<file path="config.mk">
export PLATFORM = sky130hd
export DESIGN_NAME = vga_rx_capture
export DESIGN_NICKNAME = d
export VERILOG_FILES = /design/src/rtl/vga_pkg.sv /design/src/rtl/vga_period_meter.sv /design/src/rtl/vga_rx_capture.sv
export SDC_FILE = /design/constraint.sdc
export NUM_CORES = 1
export LEC_CHECK = 0
export CORE_AREA = 2 2 113 93
export DETAILED_ROUTE_END_ITERATION = 12
export DIE_AREA = 0 0 115 95
export DONT_BUFFER_PORTS = 1
export GPL_TIMING_DRIVEN = 0
export PLACE_DENSITY = 0.68
export SKIP_LAST_GASP = 1
export SYNTH_ARGS = -nofsm -noshare
export SYNTH_HDL_FRONTEND = slang
export SYNTH_SLANG_ARGS = --single-unit
</file>
<file path="constraint.sdc">
create_clock -name pclk -period 5.35 [get_ports pclk]
set_input_delay 1.07 -clock pclk [delete_from_list [all_inputs] [get_ports pclk]]
set_output_delay 1.07 -clock pclk [all_outputs]
set_load 0.02 [all_outputs]
</file>
<file path="src/rtl/vga_pkg.sv">
// vga_pkg: shared VGA timing constants and lock FSM state encoding.
package vga_pkg;
    localparam int H_TOTAL  = 800;
    localparam int V_TOTAL  = 525;
    localparam int H_ACTIVE = 640;
    localparam int V_ACTIVE = 480;
    localparam logic [9:0] CNT_MAX = 10'd1023;
    typedef enum logic [1:0] {SEARCH = 2'd0, CHECK = 2'd1, LOCKED = 2'd2} lock_state_t;
endpackage

</file>
<file path="src/rtl/vga_period_meter.sv">
// vga_period_meter: saturating edge-to-edge counter with latched period.
module vga_period_meter (
    input  logic       pclk,
    input  logic       reset,
    input  logic       mark,
    input  logic       inc,
    output logic [9:0] count,
    output logic [9:0] period
);
    import vga_pkg::*;
    // count stays 0 until the first mark, which flags an unmeasured period
    always_ff @(posedge pclk) begin
        if (reset) begin
            count  <= '0;
            period <= '0;
        end else if (mark) begin
            count  <= 10'd1;
            period <= count;
        end else if (inc && count != '0 && count != CNT_MAX) begin
            count <= count + 10'd1;
        end
    end
endmodule

</file>
<file path="src/rtl/vga_rx_capture.sv">
// vga_rx_capture: VGA receiver with timing measurement, lock tracking and pixel capture.
module vga_rx_capture #(
    parameter int H_TOTAL = vga_pkg::H_TOTAL,
    parameter int V_TOTAL = vga_pkg::V_TOTAL
) (
    input  logic        pclk,
    input  logic        reset,
    input  logic        hsync,
    input  logic        vsync,
    input  logic        valid,
    input  logic [7:0]  vga_r,
    input  logic [7:0]  vga_g,
    input  logic [7:0]  vga_b,
    output logic [23:0] pix_data,
    output logic [9:0]  x_pos,
    output logic [9:0]  y_pos,
    output logic        pix_valid,
    output logic        frame_start,
    output logic [9:0]  line_len,
    output logic [9:0]  frame_lines,
    output logic        locked,
    output logic        sync_err
);
    import vga_pkg::*;
    localparam logic [9:0] H_REF = 10'(H_TOTAL);
    localparam logic [9:0] V_REF = 10'(V_TOTAL);
    logic        hsync_s1, vsync_s1, hsync_d, vsync_d, valid_s1;
    logic [23:0] rgb_s1;
    logic        h_fall, v_fall, h_bad, v_bad, h_sat, line_hit, err_nx, fs_nx;
    logic [9:0]  h_cnt, v_cnt, x_cnt, y_cnt, x_cur, y_cur;
    lock_state_t state, state_nx;
    always_ff @(posedge pclk) begin
        if (reset) begin
            hsync_s1 <= 1'b1;
            vsync_s1 <= 1'b1;
            hsync_d  <= 1'b1;
            vsync_d  <= 1'b1;
            valid_s1 <= 1'b0;
            rgb_s1   <= '0;
        end else begin
            hsync_s1 <= hsync;
            vsync_s1 <= vsync;
            hsync_d  <= hsync_s1;
            vsync_d  <= vsync_s1;
            valid_s1 <= valid;
            rgb_s1   <= {vga_r, vga_g, vga_b};
        end
    end
    assign h_fall = !hsync_s1 && hsync_d;
    assign v_fall = !vsync_s1 && vsync_d;
    vga_period_meter u_line (
        .pclk(pclk), .reset(reset), .mark(h_fall), .inc(1'b1), .count(h_cnt), .period(line_len)
    );
    vga_period_meter u_frame (
        .pclk(pclk), .reset(reset), .mark(v_fall), .inc(h_fall), .count(v_cnt), .period(frame_lines)
    );
    // a zero count means no line start has been seen yet, so that length is not judged
    assign h_bad  = h_fall && h_cnt != '0 && h_cnt != H_REF;
    assign v_bad  = v_cnt != V_REF;
    assign h_sat  = h_cnt == CNT_MAX;
    assign locked = state == LOCKED;
    always_comb begin
        err_nx   = locked && (h_bad || (v_fall && v_bad) || h_sat);
        fs_nx    = v_fall && state != SEARCH;
        state_nx = state == SEARCH ? (v_fall ? CHECK : SEARCH) :
                   state == CHECK  ? (h_bad || (v_fall && v_bad) ? SEARCH : v_fall ? LOCKED : CHECK) :
                   state == LOCKED ? (err_nx ? SEARCH : LOCKED) : SEARCH;
    end
    assign x_cur = h_fall ? '0 : x_cnt;
    assign y_cur = v_fall ? '0 : (h_fall && line_hit && y_cnt != CNT_MAX) ? y_cnt + 10'd1 : y_cnt;
    always_ff @(posedge pclk) begin
        if (reset) begin
            state       <= SEARCH;
            sync_err    <= 1'b0;
            frame_start <= 1'b0;
            x_cnt       <= '0;
            y_cnt       <= '0;
            line_hit    <= 1'b0;
            pix_data    <= '0;
            x_pos       <= '0;
            y_pos       <= '0;
            pix_valid   <= 1'b0;
        end else begin
            state       <= state_nx;
            sync_err    <= err_nx;
            frame_start <= fs_nx;
            x_cnt       <= valid_s1 && x_cur != CNT_MAX ? x_cur + 10'd1 : x_cur;
            y_cnt       <= y_cur;
            line_hit    <= h_fall ? valid_s1 : line_hit || valid_s1;
            pix_data    <= rgb_s1;
            x_pos       <= x_cur;
            y_pos       <= y_cur;
            pix_valid   <= valid_s1 && locked;
        end
    end
endmodule

</file>
# Word level (Yosys, flattened, before mapping)
# Index checks and enable logic that the tools add are counted.
dict set report totals {
  in_bits 29
  ff_bits 129
  wordCells 75
}
dict set report op_classes {
  addsub 4
  eq_ne 9
  n_mux 14
  n_reduce_logical 27
}
# op count
set ops {}
lappend ops {{10-bit != test, second input constant} 6}
lappend ops {{10-bit by 1-bit adder with 10-bit output, second input constant} 4}
lappend ops {{10-bit 2-to-1 mux} 2}
lappend ops {{10-bit nonzero test} 2}
lappend ops {{1-bit logical AND} 14}
lappend ops {{2-bit 2-to-1 mux} 6}
lappend ops {{10-bit equality test, second input constant} 1}
lappend ops {{1-bit 2-to-1 mux} 6}
lappend ops {{2-bit nonzero test} 3}
lappend ops {{2-bit OR reduction} 2}
lappend ops {{1-bit logical OR} 3}
lappend ops {{2-bit by 1-bit equality test with 1-bit output, second input constant} 1}
lappend ops {{2-bit equality test, second input constant} 1}
lappend ops {{1-bit zero test} 2}
lappend ops {{2-bit zero test} 1}

# Depth between registers and ports, before layout
# Gate-level depths: netlist of the first run.
dict set report logic_depth {
  depth_word 11
  mapped_depth 9
  mapped_depth_nobuf 7
}

# Modules after synthesis
# A second synthesis of the first run with hierarchy kept.
dict set report hier_totals {
  hier_cells 501
  hier_area_um2 4999.8
}
# mod instances area_per_inst_um2 cells_each
set modules_own_cells {}
lappend modules_own_cells {vga_rx_capture 1 3060.4 299}
lappend modules_own_cells {vga_period_meter 2 969.7 101}

# Worst setup path before layout of the first run
# No wires, ideal clock.
dict set report synth_path {
  path_kind {register -> register}
  from {register hsync_s1}
  to {register x_cnt[8]}
  t_arrival_ns 2.039
  synth_period_minus_slack_ns 2.110
  path_stages_with_launch 10
  setup_ns 0.070
  slack_ns 3.240
  cell_sequence {dfxtp_1 -> nand2b_1 -> clkbuf_1 -> clkbuf_1 -> and2_1 -> ha_1 -> and2_1 -> nand2_1 -> or4_1 -> a21oi_1}
}
dict set report synth_between {
  elab_chain_cells 6
}
# element line_no
set synth_rtl {}
lappend synth_rtl {{from (decl)} vga_rx_capture.sv:27} ;# logic hsync_s1, vsync_s1, hsync_d, vsync_d, valid_s1;
lappend synth_rtl {{from (signal assigned)} vga_rx_capture.sv:41} ;# hsync_s1 <= hsync;
lappend synth_rtl {{1-bit zero test (*)} vga_rx_capture.sv:49} ;# assign h_fall = !hsync_s1 && hsync_d;
lappend synth_rtl {{1-bit logical AND (*)} vga_rx_capture.sv:49}
lappend synth_rtl {{10-bit 2-to-1 mux (*)} vga_rx_capture.sv:69} ;# assign x_cur = h_fall ? '0 : x_cnt;
lappend synth_rtl {{net x_cur[1]} vga_rx_capture.sv:30} ;# logic [9:0] h_cnt, v_cnt, x_cnt, y_cnt, x_cur, y_cur;
lappend synth_rtl {{parallel branches: the longest is 2 deep, another holds 10-bit by 1-bit adder with 10-bit output} n/a}
lappend synth_rtl {{10-bit 2-to-1 mux (*)} vga_rx_capture.sv:87} ;# x_cnt <= valid_s1 && x_cur != CNT_MAX ? x_cur + 10'd1 : x_cur;
lappend synth_rtl {{to (signal assigned)} vga_rx_capture.sv:87}
lappend synth_rtl {{to (decl)} vga_rx_capture.sv:30}
# Mark *: on every way through the listed nets, which the timed path passes.
# A chain may end at the register's enable or synchronous reset.

# Worst setup path in the final report of the first run
dict set report layout_path {
  from {register hsync_s1}
  to {register x_cnt[4]}
}
# The elaborated chain is that of the path after synthesis.

==> reports/results.txt, run 1 <==
Slew HR -> 49.6%
Clock Power Share -> 50.7%
sw frac -> 22.0%
cell row count -> 33
Die W -> 115 um
Mapped Area -> 0.00484 sq mm
r2r worst-path depth -> 9
RSZ-0062 raised after global routing -> false
DP Worst Slack -> 2720 ps
top cell type's share of synthesized area -> 53.4%
GRT Total Usage -> 18.9%
Worst Skew -> 9.09 ps
cell taking the most area after synthesis -> dfxtp_1
Hold Path Sink -> pix_data[12]
P_leak -> 2.07 nW
sequential power share -> 45.3%
FF-to-FF End -> x_cnt[4]
Post CTS Setup Buffer Count -> 0
routed vias/inst -> 5.62
Final Instance Count excl. Fillers -> 656
PostCTS Resize Cnt -> 0
vias in the first global route -> 3420
Placeable Area -> 0.00991 sq mm
Max Freq -> 0.374 GHz
#FFs+latches synth -> 129
CTS tree -> done
largest vdd supply drop -> 0.167 mV
cell-internal power -> 1.74 mW
Clock Path Buffers -> 2
Hold Crit Class -> flop to flop
Pins Over Slew Limit -> 0
share of cells above drive strength 1 -> 12.4%
Final Critical Period -> 2680 ps
Synth Net Count -> 537
Port Buf Inserts -> 0
largest net degree at the start of global routing -> 17
Worst-Skew Late Latency -> 410 ps
IO Pins -> 97
Syn Area/Cell -> 9.66 sq um
routability cong. -> 0.879
status -> finished, final reports clean
antenna viol nets, final -> 0
final worst slack -> 2670 ps
# placed instances -> 623
via count -> 3686
total power -> 2.24 mW
Hold Vio Cnt, Final -> 0
post-synthesis async set-or-reset flop share -> 0%
Root Buffer -> clkbuf_16
GR Overflow Total -> 0
fill count -> 894
post-synthesis sequential area ratio -> 53.4%
drt first pass iters -> 4
WL/cell -> 15.5 um
Primary FF master, synth -> dfxtp_1
synth-to-layout area growth -> 15.6%
Die ar. -> 0.0109 sq mm
Die Height -> 95 um
# clock sinks -> 129
Yosys Warn Count -> 0
CTS Hold Bufs -> 0
# setup viols final -> 0
Num CTS Buffers -> 17
Comb pwr share -> 4.0%
synth top area cells -> dfxtp_1 53%, nor2b_1 6.9%, a21oi_1 4.6%, nand2_1 4.3%, and3_1 2.2%
CP Launch Type -> flop
fin nets -> 556
crit end category -> flop
setup_tns -> 0 ps
Worst-path clk slew -> 60 ps
critical path arrival -> 2960 ps
distinct cell type count after synthesis -> 53
Post-synth EDFFs -> 0
Routed WL -> 10.1 mm
switching power total -> 492 uW
CP required -> 5640 ps
max-cap violation count -> 0
Reg2Reg Launch Point -> hsync_s1
Cells after Synth -> 501
H-tree depth -> 4
worst reg-to-reg setup slack -> 2670 ps
initial core utilization -> 48.8%
final period utilization -> 50.0%
DRC violations left -> 0
Worst Max-Slew Pin Slew -> 751 ps
pwr dens -> 400 mW/mm^2
DP HPWL -> 7.16 mm
hold wc startpoint -> rgb_s1[12]
initial antenna violation count -> 2
First DRT Iteration DRCs -> 161
Hold Path Stages -> 1
worst-path maximum fanout -> 10
worst setup path category -> flop to flop
global-route wire length before repair -> 16.2 mm
-- through the flow --
step | cell area [sq um] | hold WS [ps] | util (%)
4_1_cts | 5590 | 433 | 56.4
5_1_grt | 5590 | 454 | 56.5
2_1_floorplan | 4840 | 414 | -
3_5_place_dp | 4990 | 421 | 50.4
6_report | 5590 | 434 | 56.5
3_3_place_gp | 4990 | 417 | 50.4
-- worst max path at each step --
stage | from | to | slack, ps | depth (start not counted)
after global routing | hsync_s1 | x_cnt[4] | 2490 | 9
final | hsync_s1 | x_cnt[4] | 2670 | 9
after detailed placement | hsync_s1 | x_cnt[4] | 2720 | 9
after global placement | hsync_s1 | x_cnt[4] | 2840 | 9
after floorplan | hsync_s1 | x_cnt[8] | 3240 | 9
after CTS | hsync_s1 | x_cnt[4] | 2700 | 9
-- worst max-delay path, stage by stage, from the launching register on --
cell and delay, ps:
dfxtp_1 360, nand2b_1 210, clkbuf_1 340, clkbuf_1 440, and2_1 210, ha_1 150, and2_1 210, nand3_1 100
a21oi_1 190, mux2_2 360
-- layout by cell type, fill, tap and decap left out, types with 5 or more instances in the layout --
cell	instances
dfxtp_1	129
nand2_1	55
nor2b_1	53
a21oi_1	44
clkbuf_1	20
nand4_1	17
nor2_1	17
and3_1	17
clkbuf_16	17
o31ai_1	14
nand3_1	11
inv_1	9
nor3_1	8
or4_1	8
or4_2	7
mux2_2	7
ha_1	7
and2_1	6
a211oi_1	5
-- cell type report --
class,count,area (sq um),area share (%)
Tap cell,122,153,2.73
Clock inverter,12,133,2.37
Inverter,9,33.8,0.604
Buffer,29,148,2.64
Antenna cell,1,2.50,0.0447
Clock buffer,20,467,8.34
Multi-Input combinational cell,334,2080,37.1
Sequential cell,129,2580,46.2
-- flip-flops by register name (all words and copies together) (netlist names) --
name and count:
state 2, u_line.period 10, pix_data 24, hsync_d 1, valid_s1 1, vsync_d 1
y_cnt 10, rgb_s1 24, line_hit 1, x_cnt 10, vsync_s1 1, pix_valid 1
x_pos 10, frame_start 1, hsync_s1 1, u_line.count 10, u_frame.period 10, u_frame.count 10
sync_err 1
-- power groups by stage --
stage / clock network, mW / logic [mW] / registers (mW)
4_1_cts: 1.15 / 0.0899 / 1.01
6_report: 1.13 / 0.0890 / 1.01
3_5_place_dp: 0 / 0.0890 / 1.03
5_1_grt: 1.20 / 0.0999 / 1.02
2_1_floorplan: 0 / 0.0696 / 1.03
3_3_place_gp: 0 / 0.0864 / 1.03
-- cells in the mapped netlist, types with 2 or more instances --
library cell    n
and3_1         17
clkbuf_2        2
or3_1           4
or2_2           4
buf_6           2
or4_4           2
nand2b_1        4
clkbuf_1       20
mux2i_1         2
a21oi_1        44
o41ai_1         2
or4_2           7
o31ai_1        14
o21ai_0         3
nor2_1         17
xor2_1          4
nor3b_1         3
nand4_1        17
o311ai_0        3
and4_1          4
mux2_2          7
a31oi_1         3
buf_1           2
o211ai_1        3
nand3_1        11
ha_1            7
nor3_1          8
and2_1          6
nor2b_1        53
or4_1           8
nor4_1          2
a211oi_1        5
inv_1           9
nand2_1        55
dfxtp_1       129
-- per-layer routing --
layer	global-route usage [%]	vias up	wire length, um
met5	0	-	7
met4	6.93	2	104
met3	6.61	18	529
met2	28.9	95	4730
met1	24.6	1753	4770
li1	-	1818	-
-- kinds of logic after synthesis --
logic type / after synthesis / synth area share, %
xor gates and xnor gates: 4 / 0.724
muxes: 9 / 2.04
and+or+nand+nor: 229 / 27.1
AOI/OAI and AO/OA: 85 / 11.2
DFF: 129 / 53.4
buffers and inverters: 38 / 3.75
adders and majority gates: 7 / 1.81
No activity file was read; power rests on OpenSTA's default activity.
==> run 2, diff against run 1 <==
- clock period: 5.35 -> 2.6 ns (I/O delays scaled with it)
==> run 2 against run 1 <==
  * Combinational power increased by 110%
  * First-iteration DRC count increased by 8.7%
  * Critical endpoint unchanged
  * Critical path depth unchanged
  * Non-clock buffer count unchanged
  * Utilization about the same
==> reports/results.txt, run 2 (same netlist as run 1, synthesis figures left out) <==
GRT Total Usage -> 18.9% (unchanged)
fill count -> 894 (unchanged)
Critical Path Sink -> x_cnt[4] (unchanged)
crit end category -> flop (unchanged)
CTS tree -> done (unchanged)
Clock Path Buffers -> 2 (unchanged)
Worst-Skew Late Latency -> 410 ps (about the same)
cell row count -> 33 (unchanged)
Hold Vio Cnt, Final -> 0 (unchanged)
WL/cell -> 15.4 um (was 15.5 um)
max-cap violation count -> 0 (unchanged)
Final Critical Period -> 2390 ps (was 2680 ps)
# setup viols final -> 0 (unchanged)
pwr dens -> 822 mW/mm^2 (was 400 mW/mm^2)
GR Overflow Total -> 0 (unchanged)
Die ar. -> 0.0109 sq mm (unchanged)
DP Area -> 0.00499 sq mm (unchanged)
Die W -> 115 um (unchanged)
Final Instance Count excl. Fillers -> 656 (unchanged)
worst reg-to-reg setup slack -> 210 ps (was 2670 ps)
CP peak stage delay -> 360 ps (was 440 ps)
drt first pass iters -> 5 (was 4)
Max Freq -> 0.419 GHz (was 0.374 GHz)
multi-input logic area -> 0.00208 sq mm (unchanged)
IO Pins -> 97 (unchanged)
worst setup path category -> flop to flop (unchanged)
# clock sinks -> 129 (unchanged)
Top Registers -> pix_data x24, rgb_s1 x24 (unchanged)
DP HPWL -> 7.16 mm (unchanged)
Worst Setup SP -> hsync_s1 (unchanged)
critical path arrival -> 2680 ps (was 2960 ps)
CP Launch Type -> flop (unchanged)
largest net degree at the start of global routing -> 17 (unchanged)
status -> finished, final reports clean (unchanged)
FF+latch area -> 0.00258 sq mm (unchanged)
Slew HR -> 52.0% (was 49.6%)
Port Buf Inserts -> 0 (unchanged)
Die Height -> 95 um (unchanged)
DRC violations left -> 0 (unchanged)
worst-path cell chain -> nand2b_1 -> clkbuf_2 -> clkbuf_2 -> and2_1 -> ha_1 -> and2_1 -> nand3_1 -> a21oi_1 -> mux2_2 (was nand2b_1 -> clkbuf_1 -> clkbuf_1 -> and2_1 -> ha_1 -> and2_1 -> nand3_1 -> a21oi_1 -> mux2_2)
crit path max-delay cell type -> dfxtp_1 (was clkbuf_1)
# placed instances -> 623 (unchanged)
worst-path maximum fanout -> 10 (unchanged)
Reg2Reg Launch Point -> hsync_s1 (unchanged)
Worst Skew -> 9.18 ps (was 9.09 ps)
Num CTS Buffers -> 17 (unchanged)
vias in the first global route -> 3420 (unchanged)
H-tree depth -> 4 (unchanged)
routed vias/inst -> 5.61 (was 5.62)
total power -> 4.60 mW (was 2.24 mW)
Worst Max-Slew Pin Slew -> 718 ps (was 751 ps)
routability cong. -> 0.879 (unchanged)
P_leak -> 2.08 nW (was 2.07 nW)
Routed WL -> 10.1 mm (about the same)
fin nets -> 556 (unchanged)
CP required -> 2890 ps (was 5640 ps)
Worst-path clk slew -> 50 ps (was 60 ps)
r2r worst-path depth -> 9 (unchanged)
global-route wire length before repair -> 16.2 mm (unchanged)
most frequent cells in the layout -> 129 x dfxtp_1, 55 x nand2_1, 53 x nor2b_1 (unchanged)
initial antenna violation count -> 2 (unchanged)
initial core utilization -> 48.8% (unchanged)
Root Buffer -> clkbuf_16 (unchanged)
CTS Hold Bufs -> 0 (unchanged)
Pins Over Slew Limit -> 0 (unchanged)
antenna viol nets, final -> 0 (unchanged)
final period utilization -> 91.8% (was 50.0%)
RSZ-0062 raised after global routing -> false (unchanged)
Post CTS Setup Buffer Count -> 0 (unchanged)
commonest non-fill, non-tap cell in the layout -> dfxtp_1 (unchanged)
setup_tns -> 0 ps (unchanged)
FF-to-FF End -> x_cnt[4] (unchanged)
share of cells above drive strength 1 -> 12.8% (was 12.4%)
First DRT Iteration DRCs -> 175 (was 161)
synth-to-layout area growth -> 15.6% (about the same)
Hold Crit Class -> primary input to flop (was flop to flop)
Placeable Area -> 0.00991 sq mm (unchanged)
via count -> 3680 (was 3686)
design area -> 0.00560 sq mm (was 0.00559 sq mm)
largest vdd supply drop -> 0.345 mV (was 0.167 mV)
-- run 2: cell count changes in the layout (fill, tap and decap cells not counted) --
cell,change
clkbuf_2,+2
clkbuf_1,-2
-- run 2: what timing repair did --
item                       in CTS  in global routing
resized for setup               1                  2
gates cloned                    0                  0
setup endpoints to repair       2                  4
-- run 2: how the worst min path moves through the flow --
stage	from	slack (ps)	end	cells after the start
2_1_floorplan	rgb_s1[0]	410	pix_data[0]	1
3_3_place_gp	rgb_s1[2]	420	pix_data[2]	1
3_5_place_dp	rgb_s1[6]	420	pix_data[6]	1
4_1_cts	hsync	210	hsync_s1	1
5_1_grt	vsync	210	vsync_s1	1
6_report	hsync	220	hsync_s1	1
-- run 2: metrics by stage --
step	hold slack (ps)	worst slack (ps)	utilization [%]
final	219	213	56.5
after floorplan	414	490	-
after detailed placement	421	-32.1	50.4
after global placement	417	87.5	50.4
after global routing	206	74.3	56.5
after CTS	206	110	56.4
-- run 2: layer usage --
layer / GRT usage, % / vias up / share of wire (%)
met1: 24.6 / 1762 / 47
li1: - / 1821 / -
met3: 6.61 / 13 / 5.2
met5: 0 / - / 0.069
met4: 6.93 / 2 / 1.0
met2: 28.9 / 82 / 47
-- run 2: cell type report --
cell class / instances / area share, %
plain buffers: 29 / 2.68
diodes: 1 / 0.0447
well taps: 122 / 2.73
multi-input cells: 334 / 37.1
clock buffers: 20 / 8.34
flip-flops and latches: 129 / 46.1
clock inverters: 12 / 2.37
inverters: 9 / 0.604
-- run 2: where the power goes --
part / switching [mW] / internal [mW] / leakage (nW)
registers: 0.0534 / 2.03 / 1.05
clock network: 0.848 / 1.49 / 0.288
logic: 0.112 / 0.0708 / 0.736
-- run 2: critical path, delay by kind of cell, from the launching register on --
| family | cells | cell delay [ps] |
|---|---|---|
| multiplexers | 1 | 360 |
| adder cells (fa/ha/maj) | 1 | 140 |
| buffers and inverters | 2 | 510 |
| AND/OR/NAND/NOR | 4 | 700 |
| AO/OA/AOI/OAI | 1 | 190 |
| flip-flops | 1 | 360 |
==> run 3, diff against run 2 <==
- ABC_AREA: not set -> 1
- CAP_MARGIN: not set -> 20
- CORE_AREA: 2 2 113 93 -> 2 2 105 87
- DIE_AREA: 0 0 115 95 -> 0 0 107 89
- PLACE_DENSITY: 0.68 -> 0.77
==> run 3 against run 2 <==
  * Global-route usage rose by 4.7 points
  * Hold slack got worse by 110 ps
  * Largest cell class unchanged
  * Critical path type unchanged
  * Power fell by 2.8%
  * Via count rose by 11%
  * Setup slack improved by 270 ps
  * Combinational power rose by 34%
==> reports/results.txt, run 3 <==
synth-to-layout area growth -> 13.4% (was 15.6%)
share of cells above drive strength 1 -> 7.96% (was 12.8%)
total power -> 4.48 mW (was 4.60 mW)
final period utilization -> 81.4% (was 91.8%)
crit end category -> flop (unchanged)
Worst-Skew Late Latency -> 510 ps (was 410 ps)
Worst-path clk slew -> 60 ps (was 50 ps)
DP HPWL -> 7.52 mm (was 7.16 mm)
# placed instances -> 761 (was 623)
Placeable Area -> 0.00837 sq mm (was 0.00991 sq mm)
First DRT Iteration DRCs -> 264 (was 175)
final worst slack -> 483 ps (was 213 ps)
commonest non-fill, non-tap cell in the layout -> dfxtp_1 (unchanged)
worst setup path category -> flop to flop (unchanged)
Max Freq -> 0.472 GHz (was 0.419 GHz)
CTS Hold Bufs -> 0 (unchanged)
Port Buf Inserts -> 0 (unchanged)
sequential power share -> 47.3% (was 45.3%)
synth top area cells -> dfxtp_1 52%, nor2_1 8.8%, inv_1 8.0%, nand2_1 8.0%, o21ai_0 3.7% (was dfxtp_1 53%, nor2b_1 6.9%, a21oi_1 4.6%, nand2_1 4.3%, and3_1 2.2%)
# setup viols final -> 0 (unchanged)
cell family with most CP delay -> simple AND/OR/NAND/NOR gates (unchanged)
multi-input logic area -> 0.00187 sq mm (was 0.00208 sq mm)
CP peak stage delay -> 330 ps (was 360 ps)
top cell type's share of synthesized area -> 52.1% (was 53.4%)
Top Registers -> pix_data x24, rgb_s1 x24 (unchanged)
sw frac -> 23.2% (was 22.0%)
crit path max-delay cell type -> dfxtp_1 (unchanged)
post-synthesis sequential area ratio -> 52.1% (was 53.4%)
Mapped Area -> 0.00495 sq mm (was 0.00484 sq mm)
RSZ-0062 raised after global routing -> false (unchanged)
Hold Path Sink -> rgb_s1[0] (was hsync_s1)
Hold Vio Cnt, Final -> 0 (unchanged)
max-cap violation count -> 0 (unchanged)
Buffers & Inverters on Critical Path -> 5 (was 2)
Root Buffer -> clkbuf_8 (was clkbuf_16)
count leader, synth -> dfxtp_1 (unchanged)
Clock Path Buffers -> 2 (unchanged)
Worst Skew -> 11.0 ps (was 9.18 ps)
H-tree depth -> 4 (unchanged)
largest vdd supply drop -> 0.668 mV (was 0.345 mV)
r2r worst-path depth -> 15 (was 9)
CTS tree -> done (unchanged)
FF+latch area -> 0.00258 sq mm (unchanged)
Syn Area/Cell -> 7.63 sq um (was 9.66 sq um)
worst-path maximum fanout -> 10 (unchanged)
setup_tns -> 0 ps (unchanged)
Cells after Synth -> 649 (was 501)
Post CTS Setup Buffer Count -> 0 (unchanged)
distinct cell type count after synthesis -> 32 (was 53)
Final Critical Period -> 2120 ps (was 2390 ps)
Pins Over Slew Limit -> 0 (unchanged)
fill count -> 709 (was 894)
DP Worst Slack -> 505 ps (was -32.1 ps)
fin nets -> 704 (was 556)
Hold Path Stages -> 2 (was 1)
initial core utilization -> 59.2% (was 48.8%)
most frequent cells in the layout -> 129 x dfxtp_1, 116 x nor2_1, 106 x inv_1 (was 129 x dfxtp_1, 55 x nand2_1, 53 x nor2b_1)
initial antenna violation count -> 0 (was 2)
IO Pins -> 97 (unchanged)
Yosys Warn Count -> 0 (unchanged)
Die Height -> 89 um (was 95 um)
# clock sinks -> 129 (unchanged)
Final Instance Count excl. Fillers -> 790 (was 656)
Worst Max-Slew Pin Slew -> 576 ps (was 718 ps)
Routed WL -> 10.6 mm (was 10.1 mm)
Hold Crit Class -> primary input to flop (unchanged)
Primary FF master, synth -> dfxtp_1 (unchanged)
Die ar. -> 0.00952 sq mm (was 0.0109 sq mm)
cell-internal power -> 3.44 mW (was 3.59 mW)
cell taking the most area after synthesis -> dfxtp_1 (unchanged)
#FFs+latches synth -> 129 (unchanged)
Reg2Reg Launch Point -> hsync_s1 (unchanged)
DRC violations left -> 0 (unchanged)
FF-to-FF End -> x_cnt[1] (was x_cnt[4])
drt first pass iters -> 5 (unchanged)
WL/cell -> 13.5 um (was 15.4 um)
Worst Setup SP -> hsync_s1 (unchanged)
vias in the first global route -> 3706 (was 3420)
CP required -> 3000 ps (was 2890 ps)
Die W -> 107 um (was 115 um)
antenna viol nets, final -> 0 (unchanged)
hold wc startpoint -> vga_b[0] (was hsync)
Slew HR -> 61.4% (was 52.0%)
critical path arrival -> 2520 ps (was 2680 ps)
pwr dens -> 797 mW/mm^2 (was 822 mW/mm^2)
GRT Total Usage -> 23.6% (was 18.9%)
largest net degree at the start of global routing -> 17 (unchanged)
worst-path cell chain -> inv_1 -> nand2_2 -> buf_4 -> nand2_2 -> inv_1 -> ha_1 -> nand2_1 -> nor2_1 -> nand3_1 -> nand2_2 -> inv_2 -> nand2_1 -> nand2_1 -> nand2_1 -> inv_1 (was nand2b_1 -> clkbuf_2 -> clkbuf_2 -> and2_1 -> ha_1 -> and2_1 -> nand3_1 -> a21oi_1 -> mux2_2)
PostCTS Resize Cnt -> 0 (was 1)
status -> finished, final reports clean (unchanged)
CP Launch Type -> flop (unchanged)
Worst path most repeated cell -> nand2_1
Clock Power Share -> 47.2% (was 50.8%)
P_leak -> 2.45 nW (was 2.08 nW)
Num CTS Buffers -> 17 (unchanged)
Post-synth EDFFs -> 0 (unchanged)
Comb pwr share -> 5.5% (was 4.0%)
post-synthesis async set-or-reset flop share -> 0% (unchanged)
cell row count -> 30 (was 33)
routability cong. -> 0.950 (was 0.879)
worst reg-to-reg setup slack -> 480 ps (was 210 ps)
global-route wire length before repair -> 17.3 mm (was 16.2 mm)
switching power total -> 1.04 mW (was 1.01 mW)
GR Overflow Total -> 0 (unchanged)
Post-synth top cells -> 129 x dfxtp_1, 116 x nor2_1, 106 x inv_1, 105 x nand2_1, 37 x o21ai_0 (was 129 x dfxtp_1, 55 x nand2_1, 53 x nor2b_1, 44 x a21oi_1, 20 x clkbuf_1)
number of diodes -> 0 (was 1)
routed vias/inst -> 5.15 (was 5.61)
Synth Net Count -> 685 (was 537)
via count -> 4069 (was 3680)
[run 3: area by class of cell]
cell class / instances / area share [%]
Sequential cell: 129 / 46.0
Multi-Input combinational cell: 390 / 33.3
Clock buffer: 23 / 8.31
Inverter: 112 / 7.53
Tap cell: 112 / 2.49
Buffer: 18 / 1.36
Clock inverter: 6 / 1.05
[run 3: metal layers]
layer	part of all wire [%]	global-route usage (%)	routed length (um)	vias up
li1	-	-	-	2046
met1	45	29.6	4780	1898
met2	48	38.0	5090	111
met3	5.7	7.51	611	14
met4	1.5	9.80	155	0
met5	0	0	0	-
[run 3: logic make-up after synthesis]
group,count (synthesis),share of synthesized area [%]
AOI/OAI and AO/OA,75,7.63
xor gates and xnor gates,14,2.48
adders and majority gates,7,1.77
buffers and inverters,130,10.1
DFF,129,52.1
and+or+nand+nor,294,25.9
[run 3: power groups by stage]
stage	sequential (mW)	clock (mW)	combinational [mW]
global placement	2.15	0	0.229
CTS	2.12	2.13	0.246
global route	2.12	2.23	0.282
detailed placement	2.16	0	0.241
finish	2.12	2.11	0.245
floorplan	2.15	0	0.185
[run 3: per-stage QoR]
| step | area (sq um) | util [%] | hold WS, ps |
|---|---|---|---|
| floorplan | 4950 | - | 388 |
| global placement | 5090 | 60.8 | 391 |
| finish | 5620 | 67.1 | 110 |
| detailed placement | 5090 | 60.8 | 393 |
| global route | 5620 | 67.1 | 90.1 |
| CTS | 5620 | 67.1 | 93.8 |
[run 3: how the worst max path moves through the flow]
stage               depth (start not counted)        to
floorplan                                  15  x_cnt[1]
global placement                           15  x_cnt[1]
detailed placement                         15  x_cnt[1]
CTS                                        15  x_cnt[1]
global route                               15  x_cnt[1]
finish                                     15  x_cnt[1]
